### src/rtl/path_delay_and.sv
// Clocked AND-reduction with a run-time programmable per-input delay line.
// out_valid marks when every tap reflects history from after the last reset or delay write.
module path_delay_and #(
    parameter int N_IN    = 4,
    parameter int MAX_DLY = 16,
    parameter int DLY_LO  = 9,
    parameter int DLY_HI  = 11
) (
    input  logic                           clock,
    input  logic                           reset,
    input  logic [N_IN-1:0]                in,
    input  logic                           cfg_we,
    input  logic [$clog2(N_IN)-1:0]        cfg_idx,
    input  logic [$clog2(MAX_DLY+1)-1:0]   cfg_dly,
    output logic                           out,
    output logic                           out_valid,
    output logic                           cfg_err
);

    localparam int DW    = $clog2(MAX_DLY + 1);
    localparam int IW    = $clog2(N_IN);
    localparam int M_RST = (DLY_LO > DLY_HI) ? DLY_LO : DLY_HI;

    localparam logic [DW-1:0] MAX_W  = DW'(MAX_DLY);
    localparam logic [IW:0]   N_IN_W = (IW + 1)'(N_IN);

    logic [MAX_DLY-1:0] sr_q   [N_IN];
    logic [MAX_DLY-1:0] sr_d   [N_IN];
    logic [DW-1:0]      dly_q  [N_IN];
    logic [DW-1:0]      dly_d  [N_IN];
    logic [DW-1:0]      scnt_q;
    logic [DW-1:0]      scnt_d;
    logic               cfg_err_q;
    logic               cfg_err_d;

    logic [DW-1:0]      clamped;
    logic [DW-1:0]      dly_max;
    logic               idx_ok;
    logic               wr_ok;
    logic [N_IN-1:0]    tap;

    always_comb begin
        clamped = cfg_dly;
        if (cfg_dly == '0) begin
            clamped = DW'(1);
        end else if (cfg_dly > MAX_W) begin
            clamped = MAX_W;
        end
        idx_ok = ({1'b0, cfg_idx} < N_IN_W);
        wr_ok  = cfg_we && idx_ok;
    end

    always_comb begin
        for (int i = 0; i < N_IN; i++) begin
            sr_d[i]  = {sr_q[i][MAX_DLY-2:0], in[i]};
            dly_d[i] = dly_q[i];
            if (wr_ok && (cfg_idx == IW'(i))) begin
                dly_d[i] = clamped;
            end
        end

        // Settle time is set by the longest delay in the post-write set.
        dly_max = '0;
        for (int i = 0; i < N_IN; i++) begin
            if (dly_d[i] > dly_max) begin
                dly_max = dly_d[i];
            end
        end

        cfg_err_d = cfg_we && !idx_ok;

        if (wr_ok) begin
            scnt_d = dly_max - 1'b1;
        end else if (scnt_q != '0) begin
            scnt_d = scnt_q - 1'b1;
        end else begin
            scnt_d = scnt_q;
        end
    end

    // Reset loads M rather than M-1 so that edge 0, the first sampled input, counts like a write edge.
    always_ff @(posedge clock) begin
        if (reset) begin
            for (int i = 0; i < N_IN; i++) begin
                sr_q[i]  <= '0;
                dly_q[i] <= (i < N_IN / 2) ? DW'(DLY_LO) : DW'(DLY_HI);
            end
            scnt_q    <= DW'(M_RST);
            cfg_err_q <= 1'b0;
        end else begin
            for (int i = 0; i < N_IN; i++) begin
                sr_q[i]  <= sr_d[i];
                dly_q[i] <= dly_d[i];
            end
            scnt_q    <= scnt_d;
            cfg_err_q <= cfg_err_d;
        end
    end

    // Tap select as a compare-mux so the delay value never indexes past the line.
    always_comb begin
        for (int i = 0; i < N_IN; i++) begin
            tap[i] = 1'b0;
            for (int k = 0; k < MAX_DLY; k++) begin
                if (dly_q[i] == DW'(k + 1)) begin
                    tap[i] = sr_q[i][k];
                end
            end
        end
    end

    assign out       = &tap;
    assign out_valid = (scnt_q == '0) && !reset;
    assign cfg_err   = cfg_err_q;

endmodule

### config.mk
export PLATFORM = sky130hd
export DESIGN_NAME = path_delay_and
export DESIGN_NICKNAME = d
export VERILOG_FILES = /design/src/rtl/path_delay_and.sv
export SDC_FILE = /design/constraint.sdc
export NUM_CORES = 1
export LEC_CHECK = 0
export ABC_AREA = 0
export BUFFER_PORTS_ARGS = -buffer_cell sky130_fd_sc_hd__buf_2
export CAP_MARGIN = 20
export CORE_AREA = 2 2 74 105
export CTS_CLUSTER_DIAMETER = 200
export DETAILED_ROUTE_END_ITERATION = 16
export DIE_AREA = 0 0 76 107
export PLACE_DENSITY_LB_ADDON = 0.1
export REMOVE_ABC_BUFFERS = 1
export SLEW_MARGIN = 20
export SYNTH_ARGS = -nofsm -noshare
export SYNTH_HDL_FRONTEND = slang
export SYNTH_SLANG_ARGS = --single-unit
### constraint.sdc
create_clock -name clock -period 7.4 [get_ports clock]
set_input_delay 1.11 -clock clock [delete_from_list [all_inputs] [get_ports clock]]
set_output_delay 1.11 -clock clock [all_outputs]
set_load 0.02 [all_outputs]
==> metrics.cfg <==
[run_status]
run_status = completed

[clock_network]
htree_num_levels = 3
clk_root_buffer_cell = sky130_fd_sc_hd__clkbuf_8
cts_post_setup_buffers_inserted = 0
count_of_instances_resized_after_the_clock_tree_is_built = 0
worst_skew_pair.late_latency_ns = 0.37
cts.sinks = 89
cts_buffer_depth = 2
post_cts_hold_buffer_count = 0
cts_made_buffers = 9
tritoncts = done
clk_pin_slew_worst_paths_ns = 0.08

[finish]
antenna_diode_instance_count = 0
area_growth_pct = 7.341
most-common-layout-cells = 89 x sky130_fd_sc_hd__dfxtp_1, 73 x sky130_fd_sc_hd__nor2b_1, 28 x sky130_fd_sc_hd__nand2_1, 25 x sky130_fd_sc_hd__nor2_1, 24 x sky130_fd_sc_hd__inv_1
final_common_cell = sky130_fd_sc_hd__dfxtp_1
drive_gt1_share_pct = 14.22
final_area_sq_mm = 0.004464
nNetsFinal = 475

[setup_path]
crit_path_max_fanout = 16
crit_required_ns = 7.69
worst_r2r_endpoint = scnt_q[4]
critical_path.startpoint = cfg_we
timing.reg2reg.worst_path_depth = 25
critPathArrivalTime_ns = 7.09
critical_path_class = in2reg
timing.critical_path.to_type = register
rrSetupSlack_ns = 1.71
critical_path.reg2reg.startpoint = dly_q[1][4]
critical_path.startpoint_type = input port

[global_routing]
initial_antenna_violation_count = 0
wire_length_of_the_first_global_routing_pass_mm = 14.24
met1_usage_pct = 27.63
grt-ovfl-total = 0
grt_max_degree = 77
met2_usage_pct = 37.69
grt_use_total_pct = 22.14
groute.layer.met3.usage_pct = 4.293
grt_busiest_layer = met2
vias_in_the_first_global_route = 3001

[floorplan]
rows = 37
core_area_sq_mm = 0.007176
die_height_um = 107
i_o_pins = 17
dieArea_sq_mm = 0.008132
width_of_the_die_um = 76
start_util_pct = 57.96

[synth]
synth-async-reset-ratio_pct = 0
synth.yosys.seq_area_share_pct = 42.84
ys_seq_elements = 89
yosys_warnings = 0
synth_top_cells_by_area = sky130_fd_sc_hd__dfxtp_1 43%, sky130_fd_sc_hd__nor2b_1 11%, sky130_fd_sc_hd__ha_1 4.8%
postSynth.topFlopCell = sky130_fd_sc_hd__dfxtp_1
syn_avg_cell_area_sq_um = 9.495
post_synthesis_instance_total = 438
synth.top_cell.area_share_pct = 42.84
synthDistinctLibCells = 63
synth.cell_area_sq_mm = 0.004159
synth_edf_count = 0
synth.largest_area_cell = sky130_fd_sc_hd__dfxtp_1

[sta]
setup_slack_ns = 0.5985
final_max_slew_viol_count = 0
setup_repair_after_global_routing_missed_its_margin = false
period_minus_slack_ns = 6.801
finalClockSkew_ns = 0.006092
worst-slew-pin-transition_ns = 0.7768
max_freq_mhz = 147.0
finalSetupViolations = 0
timing.final.crit_share_pct = 91.91
timing_hold_violations_final = 0
timing.max_slew.rel_slack_pct = 48.22
setup_total_negative_slack_ns = 0

[routing]
drc_errors = 0
via_per_inst = 5.528
vias = 3024
routedWlPerCell_um = 15.29
drtPass1Iterations = 4
drt-initial-drc-count = 112
wl_mm = 8.362
drt.antenna.violating_nets = 0

[power_and_ir_drop]
power_frac_seq_pct = 47.6
reported_leakage_power_nw = 1.841
cellPowerDensity_mw_per_mm2 = 241.6
intPower_mw = 0.7542
peakVddDrop_v = 0.0001527
p_clk_share_pct = 30.2
sw_frac_of_total_pct = 30.09
share_comb_of_total_power_pct = 22.2
total_switching_power_mw = 0.3246

[hold_path]
timing.hold.worst.start = sr_q[3][4]
worst_hold_path.num_cells = 2
min_path_type = reg2reg
hold_path_end = sr_q[3][5]

[placed_design]
place.gp.congestion = 0.9223
place_hpwl_mm = 5.915
placement.io_buffers = 15
dpl-instance-area_sq_mm = 0.004278
dpl_worst_slack_ns = 0.2716

[run]
timing.max_cap.violations = 0

## critical path: stages
cell and delay (ns):
sky130_fd_sc_hd__buf_2 0.26, sky130_fd_sc_hd__or3b_1 0.59, sky130_fd_sc_hd__mux2i_1 0.33, sky130_fd_sc_hd__ha_1 0.31
sky130_fd_sc_hd__and3_1 0.21, sky130_fd_sc_hd__o21a_1 0.12, sky130_fd_sc_hd__o21ai_2 0.32, sky130_fd_sc_hd__mux2_2 0.42
sky130_fd_sc_hd__ha_1 0.30, sky130_fd_sc_hd__nor2b_1 0.16, sky130_fd_sc_hd__o21ai_1 0.10, sky130_fd_sc_hd__a32oi_1 0.18
sky130_fd_sc_hd__buf_4 0.20, sky130_fd_sc_hd__nor2_1 0.06, sky130_fd_sc_hd__a21oi_1 0.12, sky130_fd_sc_hd__ha_1 0.26
sky130_fd_sc_hd__nor2b_1 0.14, sky130_fd_sc_hd__o31ai_2 0.29, sky130_fd_sc_hd__a21oi_1 0.16, sky130_fd_sc_hd__or3_1 0.43
sky130_fd_sc_hd__o221ai_1 0.29, sky130_fd_sc_hd__inv_1 0.08, sky130_fd_sc_hd__ha_1 0.21, sky130_fd_sc_hd__nor4b_2 0.17
sky130_fd_sc_hd__xor2_1 0.16, sky130_fd_sc_hd__nor3_1 0.12
## power by group through the flow
stage,sequential (mW),combinational (mW),clock (mW)
after CTS,0.514,0.238,0.332
after floorplan,0.520,0.182,0
after global routing,0.517,0.266,0.352
after detailed placement,0.525,0.236,0
final,0.514,0.239,0.326
after global placement,0.525,0.230,0
## flip-flops by register name, indices dropped and copies added, names as in the netlist
| register | flops |
|---|---|
| scnt_q | 5 |
| dly_q | 20 |
| sr_q | 64 |
## layout make-up
class,count,area (sq um)
Clock buffer,10,127.6
Multi-Input combinational cell,302,2183
Fill cell,631,2711
Clock inverter,6,58.81
Inverter,25,93.84
Sequential cell,89,1782
Tap cell,97,121.4
Timing Repair Buffer,18,97.59
## synthesized netlist by cell type, drive strengths merged, types with 2 or more instances
| cell | count |
|---|---|
| dfxtp | 89 |
| nor2b | 73 |
| nand2 | 28 |
| nor2 | 26 |
| inv | 25 |
| a21oi | 22 |
| o21ai | 18 |
| ha | 16 |
| mux2i | 16 |
| clkbuf | 15 |
| nor3 | 9 |
| mux4 | 8 |
| buf | 7 |
| mux2 | 7 |
| nand2b | 7 |
| nand3 | 6 |
| nand3b | 6 |
| nand4 | 5 |
| nor4 | 4 |
| o211ai | 4 |
| o221ai | 4 |
| or3 | 4 |
| and3 | 3 |
| o31ai | 3 |
| a2111oi | 2 |
| a21o | 2 |
| a221oi | 2 |
| a41oi | 2 |
| and2 | 2 |
| nor3b | 2 |
| nor4b | 2 |
| o21a | 2 |
| o22ai | 2 |
| or4 | 2 |
## routing by layer
layer | part of all wire (%) | vias up
li1 | - | 1535
met1 | 47 | 1430
met2 | 49 | 46
met3 | 2.8 | 13
met4 | 2.1 | 0
met5 | 0 | -
## how the worst max path moves through the flow
stage	to	slack, ns	depth (start not counted)
after floorplan	scnt_q[4]	0.80	24
after global placement	scnt_q[4]	0.52	26
after detailed placement	scnt_q[4]	0.27	26
after CTS	scnt_q[4]	0.64	26
after global routing	scnt_q[4]	0.23	26
final	scnt_q[4]	0.60	26
## kinds of logic after synthesis
family,synth area share [%]
and+or+nand+nor,24.49
DFF,42.84
AOI/OAI and AO/OA,11.82
buffers and inverters,4.663
muxes,10.86
adders and majority gates,4.813
xor gates and xnor gates,0.4213
other,0.09017
## through the flow
step           power (mW)  hold slack (ns)  std cells  utilization [%]
3_5_place_dp       0.7614           0.4453        531            59.62
3_3_place_gp       0.7549           0.4385        531            59.62
6_report            1.079           0.4533        547            62.21
2_1_floorplan      0.7023           0.4125        416                -
4_1_cts             1.084           0.4582        547            62.21
5_1_grt             1.135           0.4754        547            62.21
(Power assumes the default switching activity.)
